--- config.mk ---
export PLATFORM = sky130hd
export DESIGN_NAME = ca_code_gen_flat
export DESIGN_NICKNAME = d
export VERILOG_FILES = /design/src/rtl/ca_code_gen_pkg.sv /design/src/rtl/ca_code_gen_if.sv /design/src/rtl/ca_code_gen_lfsr_pair.sv /design/src/rtl/ca_code_gen.sv /design/src/flat_wrapper.sv
export SDC_FILE = /design/constraint.sdc
export NUM_CORES = 1
export LEC_CHECK = 0
export CORE_UTILIZATION = 57
export CTS_CLUSTER_DIAMETER = 50
export DETAILED_ROUTE_END_ITERATION = 7
export PLACE_DENSITY_LB_ADDON = 0.2
export SLEW_MARGIN = 20
export SYNTH_ARGS = -nofsm -noshare
export SYNTH_HDL_FRONTEND = slang
export SYNTH_SLANG_ARGS = --single-unit
--- constraint.sdc ---
create_clock -name clk -period 3.35 [get_ports clk]
set_input_delay 0.67 -clock clk [delete_from_list [all_inputs] [get_ports clk]]
set_output_delay 0.67 -clock clk [all_outputs]
set_load 0.01 [all_outputs]
--- src/rtl/ca_code_gen_pkg.sv ---
// GPS L1 C/A constants: code geometry, LFSR feedback masks and the G2 phase-select table.
// Pure declarations; no latency or backpressure of its own.
package ca_code_gen_pkg;

    localparam int         CODE_LENGTH_DEF = 1023;
    localparam int         INDEX_WIDTH_DEF = 10;
    localparam logic [9:0] LFSR_INIT       = 10'h3FF;

    // Bit n-1 holds register stage n.
    localparam logic [9:0] G1_MASK = 10'h204;  // stages 3,10
    localparam logic [9:0] G2_MASK = 10'h3A6;  // stages 2,3,6,8,9,10

    typedef struct packed {
        logic       vld;
        logic [3:0] ta;
        logic [3:0] tb;
    } tap_pair_t;

    // G2 stage pair (1-based) for each PRN; vld=0 marks an unsupported PRN.
    function automatic tap_pair_t g2_taps(input logic [5:0] prn);
        tap_pair_t t;
        t = '{vld: 1'b1, ta: 4'd0, tb: 4'd0};
        case (prn)
            6'd1:  begin t.ta = 4'd2; t.tb = 4'd6;  end
            6'd2:  begin t.ta = 4'd3; t.tb = 4'd7;  end
            6'd3:  begin t.ta = 4'd4; t.tb = 4'd8;  end
            6'd4:  begin t.ta = 4'd5; t.tb = 4'd9;  end
            6'd5:  begin t.ta = 4'd1; t.tb = 4'd9;  end
            6'd6:  begin t.ta = 4'd2; t.tb = 4'd10; end
            6'd7:  begin t.ta = 4'd1; t.tb = 4'd8;  end
            6'd8:  begin t.ta = 4'd2; t.tb = 4'd9;  end
            6'd9:  begin t.ta = 4'd3; t.tb = 4'd10; end
            6'd10: begin t.ta = 4'd2; t.tb = 4'd3;  end
            6'd11: begin t.ta = 4'd3; t.tb = 4'd4;  end
            6'd12: begin t.ta = 4'd5; t.tb = 4'd6;  end
            6'd13: begin t.ta = 4'd6; t.tb = 4'd7;  end
            6'd14: begin t.ta = 4'd7; t.tb = 4'd8;  end
            6'd15: begin t.ta = 4'd8; t.tb = 4'd9;  end
            6'd16: begin t.ta = 4'd9; t.tb = 4'd10; end
            6'd17: begin t.ta = 4'd1; t.tb = 4'd4;  end
            6'd18: begin t.ta = 4'd2; t.tb = 4'd5;  end
            6'd19: begin t.ta = 4'd3; t.tb = 4'd6;  end
            6'd20: begin t.ta = 4'd4; t.tb = 4'd7;  end
            6'd21: begin t.ta = 4'd5; t.tb = 4'd8;  end
            6'd22: begin t.ta = 4'd6; t.tb = 4'd9;  end
            6'd23: begin t.ta = 4'd1; t.tb = 4'd3;  end
            6'd24: begin t.ta = 4'd4; t.tb = 4'd6;  end
            6'd25: begin t.ta = 4'd5; t.tb = 4'd7;  end
            6'd26: begin t.ta = 4'd6; t.tb = 4'd8;  end
            6'd27: begin t.ta = 4'd7; t.tb = 4'd9;  end
            6'd28: begin t.ta = 4'd8; t.tb = 4'd10; end
            6'd29: begin t.ta = 4'd1; t.tb = 4'd6;  end
            6'd30: begin t.ta = 4'd2; t.tb = 4'd7;  end
            6'd31: begin t.ta = 4'd3; t.tb = 4'd8;  end
            6'd32: begin t.ta = 4'd4; t.tb = 4'd9;  end
            default: t = '{vld: 1'b0, ta: 4'd1, tb: 4'd1};
        endcase
        return t;
    endfunction

endpackage

--- src/rtl/ca_code_gen_if.sv ---
// Control inputs and E/P/L code outputs of the C/A generator.
// Plain wires; no handshake, outputs are valid every cycle.
interface ca_code_gen_if
    import ca_code_gen_pkg::*;
#(
    parameter int INDEX_WIDTH = INDEX_WIDTH_DEF
) ();

    logic                   enable;
    logic                   dds_msb;
    logic                   load;
    logic [5:0]             prn;
    logic                   early;
    logic                   prompt;
    logic                   late;
    logic [INDEX_WIDTH-1:0] chip_index;
    logic                   epoch;

    modport master (
        output enable, dds_msb, load, prn,
        input  early, prompt, late, chip_index, epoch
    );

    modport slave (
        input  enable, dds_msb, load, prn,
        output early, prompt, late, chip_index, epoch
    );

endinterface

--- src/rtl/ca_code_gen_lfsr_pair.sv ---
// G1/G2 Gold-code shift registers with step/reload; code_bit is combinational from current state.
// One step per asserted step cycle; reload wins over step; no backpressure.
module ca_code_gen_lfsr_pair
    import ca_code_gen_pkg::*;
(
    input  logic       clk,
    input  logic       reset,
    input  logic       step,
    input  logic       reload,
    input  logic [5:0] prn,
    output logic       code_bit
);

    logic [9:0] g1;
    logic [9:0] g2;
    tap_pair_t  taps;

    always_ff @(posedge clk) begin
        if (!reset || reload) begin
            g1 <= LFSR_INIT;
            g2 <= LFSR_INIT;
        end else if (step) begin
            g1 <= {g1[8:0], ^(g1 & G1_MASK)};
            g2 <= {g2[8:0], ^(g2 & G2_MASK)};
        end
    end

    // Unsupported PRNs produce a flat-zero code rather than a wrong one.
    always_comb begin
        taps     = g2_taps(prn);
        code_bit = taps.vld & (g1[9] ^ g2[taps.ta - 4'd1] ^ g2[taps.tb - 4'd1]);
    end

endmodule

--- src/rtl/ca_code_gen.sv ---
// C/A code generator: half-chip ticks from dds MSB rising edges drive early/prompt/late and chip index.
// Outputs update 1 clk after a rising dds_msb is sampled; enable=0 freezes all code state.
module ca_code_gen
    import ca_code_gen_pkg::*;
#(
    parameter int CODE_LENGTH = CODE_LENGTH_DEF,
    parameter int INDEX_WIDTH = INDEX_WIDTH_DEF
) (
    input  logic           clk,
    input  logic           reset,
    ca_code_gen_if.slave   bus
);

    localparam logic [INDEX_WIDTH-1:0] LAST_CHIP = INDEX_WIDTH'(CODE_LENGTH - 1);

    logic                   msb_d;
    logic                   h;
    logic [5:0]             prn_q;
    logic [INDEX_WIDTH-1:0] chip_index;
    logic                   early;
    logic                   prompt;
    logic                   late;
    logic                   epoch;

    logic tick;
    logic at_last;
    logic step;
    logic reload;
    logic code_bit;

    assign tick    = bus.dds_msb & ~msb_d & bus.enable;
    assign at_last = (chip_index == LAST_CHIP);
    assign step    = tick & h & ~bus.load;
    // Realign both registers on the wrap so a glitch can never outlive one epoch.
    assign reload  = bus.load | (step & at_last);

    ca_code_gen_lfsr_pair u_lfsr (
        .clk      (clk),
        .reset    (reset),
        .step     (step),
        .reload   (reload),
        .prn      (prn_q),
        .code_bit (code_bit)
    );

    always_ff @(posedge clk) begin
        if (!reset) begin
            msb_d      <= 1'b0;
            h          <= 1'b0;
            prn_q      <= 6'd1;
            chip_index <= '0;
            early      <= 1'b0;
            prompt     <= 1'b0;
            late       <= 1'b0;
            epoch      <= 1'b0;
        end else begin
            msb_d <= bus.dds_msb;
            if (bus.load) begin
                prn_q      <= bus.prn;
                h          <= 1'b0;
                chip_index <= '0;
                early      <= 1'b0;
                prompt     <= 1'b0;
                late       <= 1'b0;
                epoch      <= 1'b0;
            end else begin
                epoch <= tick & h & at_last;
                if (tick) begin
                    {late, prompt, early} <= {prompt, early, code_bit};
                    h <= ~h;
                    if (h) begin
                        chip_index <= at_last ? '0 : chip_index + 1'b1;
                    end
                end
            end
        end
    end

    assign bus.early      = early;
    assign bus.prompt     = prompt;
    assign bus.late       = late;
    assign bus.chip_index = chip_index;
    assign bus.epoch      = epoch;

endmodule

--- src/flat_wrapper.sv ---
// flat-port wrapper written by rule: the top's interface ports become plain ports
module ca_code_gen_flat import ca_code_gen_pkg::*;
#(
    parameter int CODE_LENGTH = CODE_LENGTH_DEF,
    parameter int INDEX_WIDTH = INDEX_WIDTH_DEF
)
  (clk, reset, bus_enable, bus_dds_msb, bus_load, bus_prn, bus_early, bus_prompt, bus_late, bus_chip_index, bus_epoch);
  ca_code_gen_if #(.INDEX_WIDTH(INDEX_WIDTH)) bus_i ();
  input  logic clk;
  input  logic reset;
  input wire logic [$bits(bus_i.enable)-1:0] bus_enable;
  input wire logic [$bits(bus_i.dds_msb)-1:0] bus_dds_msb;
  input wire logic [$bits(bus_i.load)-1:0] bus_load;
  input wire logic [$bits(bus_i.prn)-1:0] bus_prn;
  output wire logic [$bits(bus_i.early)-1:0] bus_early;
  output wire logic [$bits(bus_i.prompt)-1:0] bus_prompt;
  output wire logic [$bits(bus_i.late)-1:0] bus_late;
  output wire logic [$bits(bus_i.chip_index)-1:0] bus_chip_index;
  output wire logic [$bits(bus_i.epoch)-1:0] bus_epoch;
  assign bus_i.enable = bus_enable;
  assign bus_i.dds_msb = bus_dds_msb;
  assign bus_i.load = bus_load;
  assign bus_i.prn = bus_prn;
  assign bus_early = bus_i.early;
  assign bus_prompt = bus_i.prompt;
  assign bus_late = bus_i.late;
  assign bus_chip_index = bus_i.chip_index;
  assign bus_epoch = bus_i.epoch;
  ca_code_gen #(.CODE_LENGTH(CODE_LENGTH), .INDEX_WIDTH(INDEX_WIDTH)) u_core (.clk(clk), .reset(reset), .bus(bus_i));
endmodule
; ---- After elaboration in Yosys (flattened, before gate mapping)
; Index checks and enable logic that the tools add are counted.
[classes]
n_reduce_logical = 7
n_eq_ne = 33
n_lt_le_gt_ge = 2
muxes = 7
bitwise_logic = 14
addsub = 3
[op_table]
columns = op, count
row1 = 8-bit case mux with 32 select lines, 1
row2 = "6-bit by 5-bit equality test with 1-bit output, second input constant", 16
row3 = "6-bit by 4-bit equality test with 1-bit output, second input constant", 8
row4 = 32-bit OR reduction, 1
row5 = "6-bit by 3-bit equality test with 1-bit output, second input constant", 4
row6 = 10-bit XOR reduction, 2
row7 = "6-bit by 2-bit equality test with 1-bit output, second input constant", 2
row8 = "10-bit by 1-bit adder with 10-bit output, second input constant", 1
row9 = "10-bit equality test, second input constant", 1
row10 = "4-bit by 5-bit less-than comparator with 1-bit output, second input constant", 2
row11 = 10-bit 2-to-1 mux, 1
row12 = 1-bit binary-select mux with 4-bit select, 2
row13 = "4-bit by 1-bit subtractor with 4-bit output, second input constant", 2
row14 = 1-bit AND, 7
row15 = "6-bit by 1-bit equality test with 1-bit output, second input constant", 1
row16 = "6-bit equality test, second input constant", 1
row17 = 1-bit NOT, 4
row18 = 1-bit 2-to-1 mux, 3
row19 = 2-bit AND reduction, 1
row20 = 2-bit OR reduction, 1
row21 = 1-bit XOR, 2
row22 = 1-bit logical NOT, 1
row23 = 1-bit logical OR, 1
row24 = 1-bit OR, 1
[totals]
word_cells = 76
output_inout_bits = 14
reg_bits = 42

; ---- Longest topological paths before layout
; Gate-level depths: netlist of the first run.
[depth]
word_depth = 8
ltp_mapped = 15

; ---- Hierarchy
; Synthesis of the first run repeated with hierarchy kept, for this count alone.
[unflattened]
hier_cells = 286
hier_area_um2 = 2477.4
[by_module_without_submodules]
columns = module, cells_each, area_each_um2, instances
row1 = ca_code_gen_lfsr_pair, 191, 1527.7, 1
row2 = ca_code_gen, 95, 949.7, 1

; ---- Worst setup path before layout of the first run
; Ideal clock, no wire load.
[synth_path]
path_type = register to register
start = reg u_core.prn_q[2]
end = reg u_core.early (netlist: u_core.bus.early)
stages_incl_launch_ff = 14
path_buffers = 1
t_arrival_ns = 2.746
setup_ns = 0.135
path_slack_ns = 0.469
period_less_slack_ns = 2.881
required_time_ns = 3.215
cell_sequence = dfxtp_1 -> buf_6 -> or2_4 -> or4_4 -> clkinv_2 -> a31oi_4 -> inv_1 -> ha_1 -> inv_1 -> mux4_1 -> mux2_2 -> a21oi_1 -> or3_1 -> o211ai_2
[synth_between]
elab_chain_cells = 8
[synth_rtl]
columns = item, line_no
row1 = "start, declared", ca_code_gen.sv:18  ; logic [5:0] prn_q;
row2 = "start signal, assigned", ca_code_gen.sv:59  ; prn_q <= bus.prn;
row3 = "6-bit equality test, or another cell as far along", ca_code_gen_pkg.sv:23  ; case (prn)
row4 = 8-bit case mux with 32 select lines, ca_code_gen_pkg.sv:23
row5 = 4-bit by 1-bit subtractor with 4-bit output, ca_code_gen_lfsr_pair.sv:31  ; code_bit = taps.vld & (g1[9] ^ g2[taps.ta - 4'd1] ^ g2[taps.tb - 4'd1]);
row6 = 1-bit binary-select mux with 4-bit select, ca_code_gen_lfsr_pair.sv:31
row7 = 1-bit 2-to-1 mux (implied by the code), ca_code_gen_lfsr_pair.sv:31
row8 = 1-bit XOR (2 in a row), ca_code_gen_lfsr_pair.sv:31
row9 = 1-bit AND (*), ca_code_gen_lfsr_pair.sv:31
row10 = "end signal, assigned", ca_code_gen.sv:69  ; {late, prompt, early} <= {prompt, early, code_bit};
row11 = "end, declared", ca_code_gen.sv:20  ; logic early;
; Every way passes the cells marked *; elsewhere a longest branch is shown, timed or not. The select of a mux whose other input is x is not followed.
; A chain may end at the register's enable or synchronous reset.

; ---- Worst setup path in the final report of the first run
; Same ends and word-level chain as after synthesis.

==> results of run 1 <==
-- logic make-up (layout without fill, tap and decap cells) --
kind of cell             count (synthesis)  count (layout)  synth area share (%)
AO/OA/AOI/OAI                           37              37                  11.7
multiplexers                            19              19                  10.3
adder cells (fa/ha/maj)                  4               4                  2.06
flip-flops                              42              42                  34.6
AND/OR/NAND/NOR                        150             150                  29.4
XOR/XNOR                                19              19                  6.84
buffers and inverters                   23              47                  5.19
-- metal layers --
metal  vias up  GRT usage (%)  share of wire (%)
li1       1043              -                  -
met1       992           30.4                 45
met2        38           39.8                 50
met3         7           4.22                3.7
met4         0           9.04                1.3
met5         -              0                  0
-- per-stage QoR --
stage | total power [mW] | utilization [%] | hold WS (ps) | setup slack (ps)
after floorplan | 0.669 | - | 440 | 469
after global placement | 0.704 | 66.5 | 449 | 238
after detailed placement | 0.706 | 66.5 | 453 | 228
after CTS | 1.19 | 69.9 | 474 | 127
after global routing | 1.23 | 69.9 | 496 | 12.5
final | 1.18 | 69.9 | 470 | 132
-- where the power goes --
part | switching, mW | internal, mW | leakage, nW
registers | 0.0147 | 0.505 | 0.341
logic | 0.0892 | 0.0894 | 0.725
clock network | 0.184 | 0.299 | 0.0683
total | 0.287 | 0.893 | 1.13
-- registers in the layout, indices dropped and copies added (netlist names) --
signal	cells
u_core.bus.prompt	1
u_core.prn_q	6
u_core.bus.chip_index	10
u_core.u_lfsr.g1	10
u_core.bus.late	1
u_core.msb_d	1
u_core.bus.early	1
u_core.bus.epoch	1
u_core.u_lfsr.g2	10
u_core.h	1
-- worst reg2reg max path: stages, from the launching register on --
cell,delay [ps]
dfxtp_1,410
buf_4,220
nand2b_2,90
a21oi_1,70
or3_4,380
a31oi_4,230
inv_1,70
ha_1,330
inv_1,110
mux4_1,550
mux2_2,300
a21oi_1,140
or3_1,140
o211ai_2,80
-- cell usage in the layout (no fill, tap or decap), types with 2 or more instances in the layout --
cell type / instances
a21oi_1: 8
mux4_2: 2
xnor2_1: 11
mux4_1: 2
clkbuf_8: 5
inv_1: 4
or2_1: 2
nor3_1: 4
o21ai_0: 7
o22ai_1: 3
nor2_1: 19
clkdlybuf4s50_1: 24
inv_2: 2
nand2_1: 63
or3_1: 4
o21ai_1: 4
nand4_1: 2
mux2i_1: 13
mux2_2: 2
xor2_1: 8
and2_1: 2
nand3_1: 24
nor2b_1: 8
bufinv_16: 2
dfxtp_1: 42
o211ai_1: 3
ha_1: 4
buf_4: 8
nand2b_1: 11
-- how the worst max path moves through the flow --
stage	from	slack, ps	depth (start not counted)	end
CTS	u_core.prn_q[2]	130	13	u_core.bus.early
global route	u_core.prn_q[4]	10	12	u_core.bus.early
finish	u_core.prn_q[2]	130	13	u_core.bus.early
global placement	u_core.prn_q[2]	240	13	u_core.bus.early
detailed placement	u_core.prn_q[2]	230	13	u_core.bus.early
floorplan	u_core.prn_q[2]	470	13	u_core.bus.early
-- final cells by class --
cell class / instances / area (um^2)
fillers: 326 / 1220
clock buffers: 5 / 68.8
repair buffers: 32 / 300
flip-flops and latches: 42 / 841
multi-input cells: 229 / 1470
clock inverters: 3 / 68.8
inverters: 7 / 27.5
well taps: 50 / 62.6
==> impl_metrics.toml, run 1 <==
[worst_setup_path]
slowest_stage = "mux4_1"
cp_top_family = "multiplexers"
crit-reg2reg-capture = "u_core.bus.early"
path_buf_inv = 3
cp.arrival_ps = 3400
endpoint_kind = "flip-flop"
cp-start-kind = "flip-flop"
reg2reg_depth = 13
slowest_delay_ps = 550
timing.rr.start = "u_core.prn_q[2]"
crit_type = "flip-flop to flip-flop"
crit_required_ps = 3530
cp_cell_sequence = "buf_4 > nand2b_2 > a21oi_1 > or3_4 > a31oi_4 > inv_1 > ha_1 > inv_1 > mux4_1 > mux2_2 > a21oi_1 > or3_1 > o211ai_2"
crit_fanout = 10
rrSetupSlack_ps = 130

[synthesis]
synthesis.area_mm2 = 0.00243
syn_inst = 294
yosys.area.top_type = "dfxtp_1"
synth_seq_cells = 42
synth-seq-area-share_pct = 34.6
synthArstFlopShare_pct = 0
synth_area_per_cell_um2 = 8.28
synthTopCellsByCount = "nand2_1, dfxtp_1, nand3_1"
synth.most_common_cell = "nand2_1"
synth_cell_type_count = 53
ys_warn_count = 0
syn-num-nets = 309
synth_ff_type = "dfxtp_1"
synth.top_cell.area_share_pct = 34.6
ys_top_cells_by_area = "dfxtp_1, nand2_1, mux2i_1, nand3_1, xnor2_1"
synth_edf_count = 0

[cts]
clk_latency_ps = 300
cts_made_buffers = 5
post_cts_resized = 0
clk_pin_slew_worst_paths_ps = 80
cts_tree = "done"
clk_path_buf_depth = 2
htreeDepth = 2
root_buffer = "clkbuf_8"
post_cts_buffers = 0
cts_hold_buffers = 0
cts.sinks = 42

[hold_path]
hold-path-endpoint = "u_core.u_lfsr.g1[6]"
min_path_cells = 2
hp-start = "u_core.u_lfsr.g1[5]"
hp-class = "flip-flop to flip-flop"

[route]
ant_nets = 0
dr.pass1.iters = 4
post_drt_wl_per_cell_um = 13.8
drc = 0
via_per_inst = 5.65
detail_route.wirelength_mm = 5.07
drt_iter0_markers = 163
dr_total_vias = 2080

[floorplan]
die_area_mm2 = 0.00453
die_h_um = 67.3
die_w_um = 67.3
core_mm2 = 0.00406
rows = 23
initial_utilization_pct = 60.0
io_pins = 25

[cells_and_area]
synthToLayoutAreaGrowth_pct = 16.5
antenna_cells = 0
design_area_mm2 = 0.00284
layout.nets = 332
drive_gt1_share_pct = 11.0
instances_no_fill = 368

[sta]
worst_pin_slew_ps = 789
period_minus_slack_ps = 3220
tns_ps = 0
slew_headroom_pct = 47.4
final_max_slew_viol_count = 0
min_period_over_period_pct = 96.1
fmax_mhz = 311
hold_violations = 0
grt_setup_unrepaired = "no"
finClkSkew_ps = 5.61
setup_viol = 0

[power]
p_leak_nw = 1.13
ir_drop_uv = 268
powerDensity_mw_per_mm2 = 416

[placed_design]
place_inst = 360
portBuffers = 24
dp_hpwl_mm = 3.45
placed_area_mm2 = 0.00270
gp_congestion = 0.863

[global_route]
overflow = 0
first_global_vias = 1805
grt_max_degree = 23
grt_pass1_wl_mm = 8.18
antenna_found_initial = 0
grt_usage_pct = 23.8

[flow_run]
timing.max_cap.violations = 0

[run_status]
outcome = "complete, no violations"
No activity file was read; power rests on OpenSTA's default activity.
==> run 2: changes to the inputs <==
--- a/config.mk
+++ b/config.mk
@@ -5,9 +5,11 @@
 export SDC_FILE = /design/constraint.sdc
 export NUM_CORES = 1
 export LEC_CHECK = 0
-export CORE_UTILIZATION = 57
+export CORE_UTILIZATION = 63
 export CTS_CLUSTER_DIAMETER = 50
 export DETAILED_ROUTE_END_ITERATION = 7
+export DONT_BUFFER_PORTS = 1
+export MAX_ROUTING_LAYER = met4
 export PLACE_DENSITY_LB_ADDON = 0.2
 export SLEW_MARGIN = 20
 export SYNTH_ARGS = -nofsm -noshare
==> run 2 against run 1 <==
Compared with the run above:
- cell area shrank 10%
- clock skew grew 2.5 ps
- die area shrank 9.3%
- combinational power shrank 8%
- global-route usage grew 2.1 points
- sequential power is essentially flat
- worst setup slack gained 140 ps
- final cell count shrank 6.8%
- fmax grew 4.4%
- clock power shrank 37%
- critical endpoint unchanged
- largest cell class unchanged
- largest power group unchanged
==> impl_metrics.toml, run 2 (synthesis results as in run 1) <==
[route]
drt_iter0_markers = 215
via_per_inst = 5.73
dr.pass1.iters = 4
dr_total_vias = 1967
post_drt_wl_per_cell_um = 13.8
ant_nets = 0
drc = 0
detail_route.wirelength_mm = 4.73

[hold_path]
hp-class = "input port to flip-flop"
min_path_cells = 1

[global_route]
grt_usage_pct = 25.9
grt_max_degree = 23
grt_pass1_wl_mm = 8.01
overflow = 0
antenna_found_initial = 0
first_global_vias = 1785

[cts]
post_cts_buffers = 0
htreeDepth = 2
root_buffer = "clkbuf_8"
cts.sinks = 42
post_cts_resized = 0
clk_pin_slew_worst_paths_ps = 80
clk_latency_ps = 290
cts_made_buffers = 5
clk_path_buf_depth = 2
cts_hold_buffers = 0
cts_tree = "done"

[cells_and_area]
n_fill_cell = 314
mostFrequentLayoutCell = "nand2_1"
biggestRegsByFlops = "u_core.bus.chip_index x10, u_core.u_lfsr.g1 x10, u_core.u_lfsr.g2 x10"
final_cell_mix = "nand2_1, dfxtp_1, nand3_1"
drive_gt1_share_pct = 11.5
antenna_cells = 0
synthToLayoutAreaGrowth_pct = 4.63
final_util_pct = 69.0
layout.nets = 310

[floorplan]
initial_utilization_pct = 66.0
rows = 22
die_w_um = 64.2
core_mm2 = 0.00369
die_area_mm2 = 0.00412
io_pins = 25
die_h_um = 64.2

[sta]
min_period_over_period_pct = 92.0
worst_pin_slew_ps = 735
fmax_mhz = 324
slew_headroom_pct = 51.0
grt_setup_unrepaired = "no"
final_max_slew_viol_count = 0
hold_violations = 0
tns_ps = 0
period_minus_slack_ps = 3080
finClkSkew_ps = 8.15
setup_viol = 0

[power]
ir_drop_uv = 375
power_uw = 988
p_leak_nw = 1.03
powerDensity_mw_per_mm2 = 388

[worst_setup_path]
reg2reg_depth = 13
cp-start-kind = "flip-flop"
endpoint_kind = "flip-flop"
crit_fanout = 10
crit_type = "flip-flop to flip-flop"
cp.arrival_ps = 3310
crit_required_ps = 3580

[run_status]
outcome = "complete, no violations"

[flow_run]
timing.max_cap.violations = 0

[placed_design]
dp_hpwl_mm = 3.41
gp_congestion = 0.889
portBuffers = 0
run 2: layout make-up:
cell class              instances  area [um^2]  area share [%]
inverters                       7         27.5            1.08
multi-input cells             229         1470            57.6
repair buffers                 10         75.1            2.95
clock buffers                   7         76.3            3.00
well taps                      48         60.1            2.36
flip-flops and latches         42          841            33.0
run 2: metal layers:
layer,share of wire [%],wire (um),GRT usage (%)
met5,0,0,-
met4,2.0,94,11.1
met2,47,2210,41.6
met1,47,2240,31.5
met3,3.7,176,5.54
run 2: stage by stage:
| stage | cell area, um^2 | setup slack, ps | cells | hold WS (ps) |
|---|---|---|---|---|
| after global placement | 2470 | 321 | 336 | 449 |
| after detailed placement | 2470 | 279 | 336 | 454 |
| final | 2550 | 267 | 343 | 447 |
| after global routing | 2550 | 41.1 | 343 | 444 |
| after CTS | 2550 | 268 | 343 | 437 |
| after floorplan | 2430 | 469 | 294 | 440 |
run 2: critical path: stages (launching register included):
cell      delay (ps)
dfxtp_1          410
buf_4            210
nand2_2          100
nand2_1           70
or3_4            340
a31oi_4          220
inv_1             70
ha_1             310
inv_1             90
mux4_1           540
mux2_2           300
a211oi_2         210
nand2_1           90
o211ai_2          70
run 2: path summary, 6_finish.rpt:
check                                         start                   to  slack, ps
worst max-delay path                u_core.prn_q[2]     u_core.bus.early        270
worst max register to register      u_core.prn_q[2]     u_core.bus.early        270
worst min-delay path                          reset      u_core.prn_q[0]        450
worst min register to register  u_core.u_lfsr.g1[6]  u_core.u_lfsr.g1[7]        460
run 2: power by group:
part	switching [mW]	leakage (nW)	internal [mW]	total, mW
Sequential	0.0133	0.341	0.505	0.519
Clock	0.161	0.0383	0.144	0.305
Combinational	0.0840	0.650	0.0808	0.165
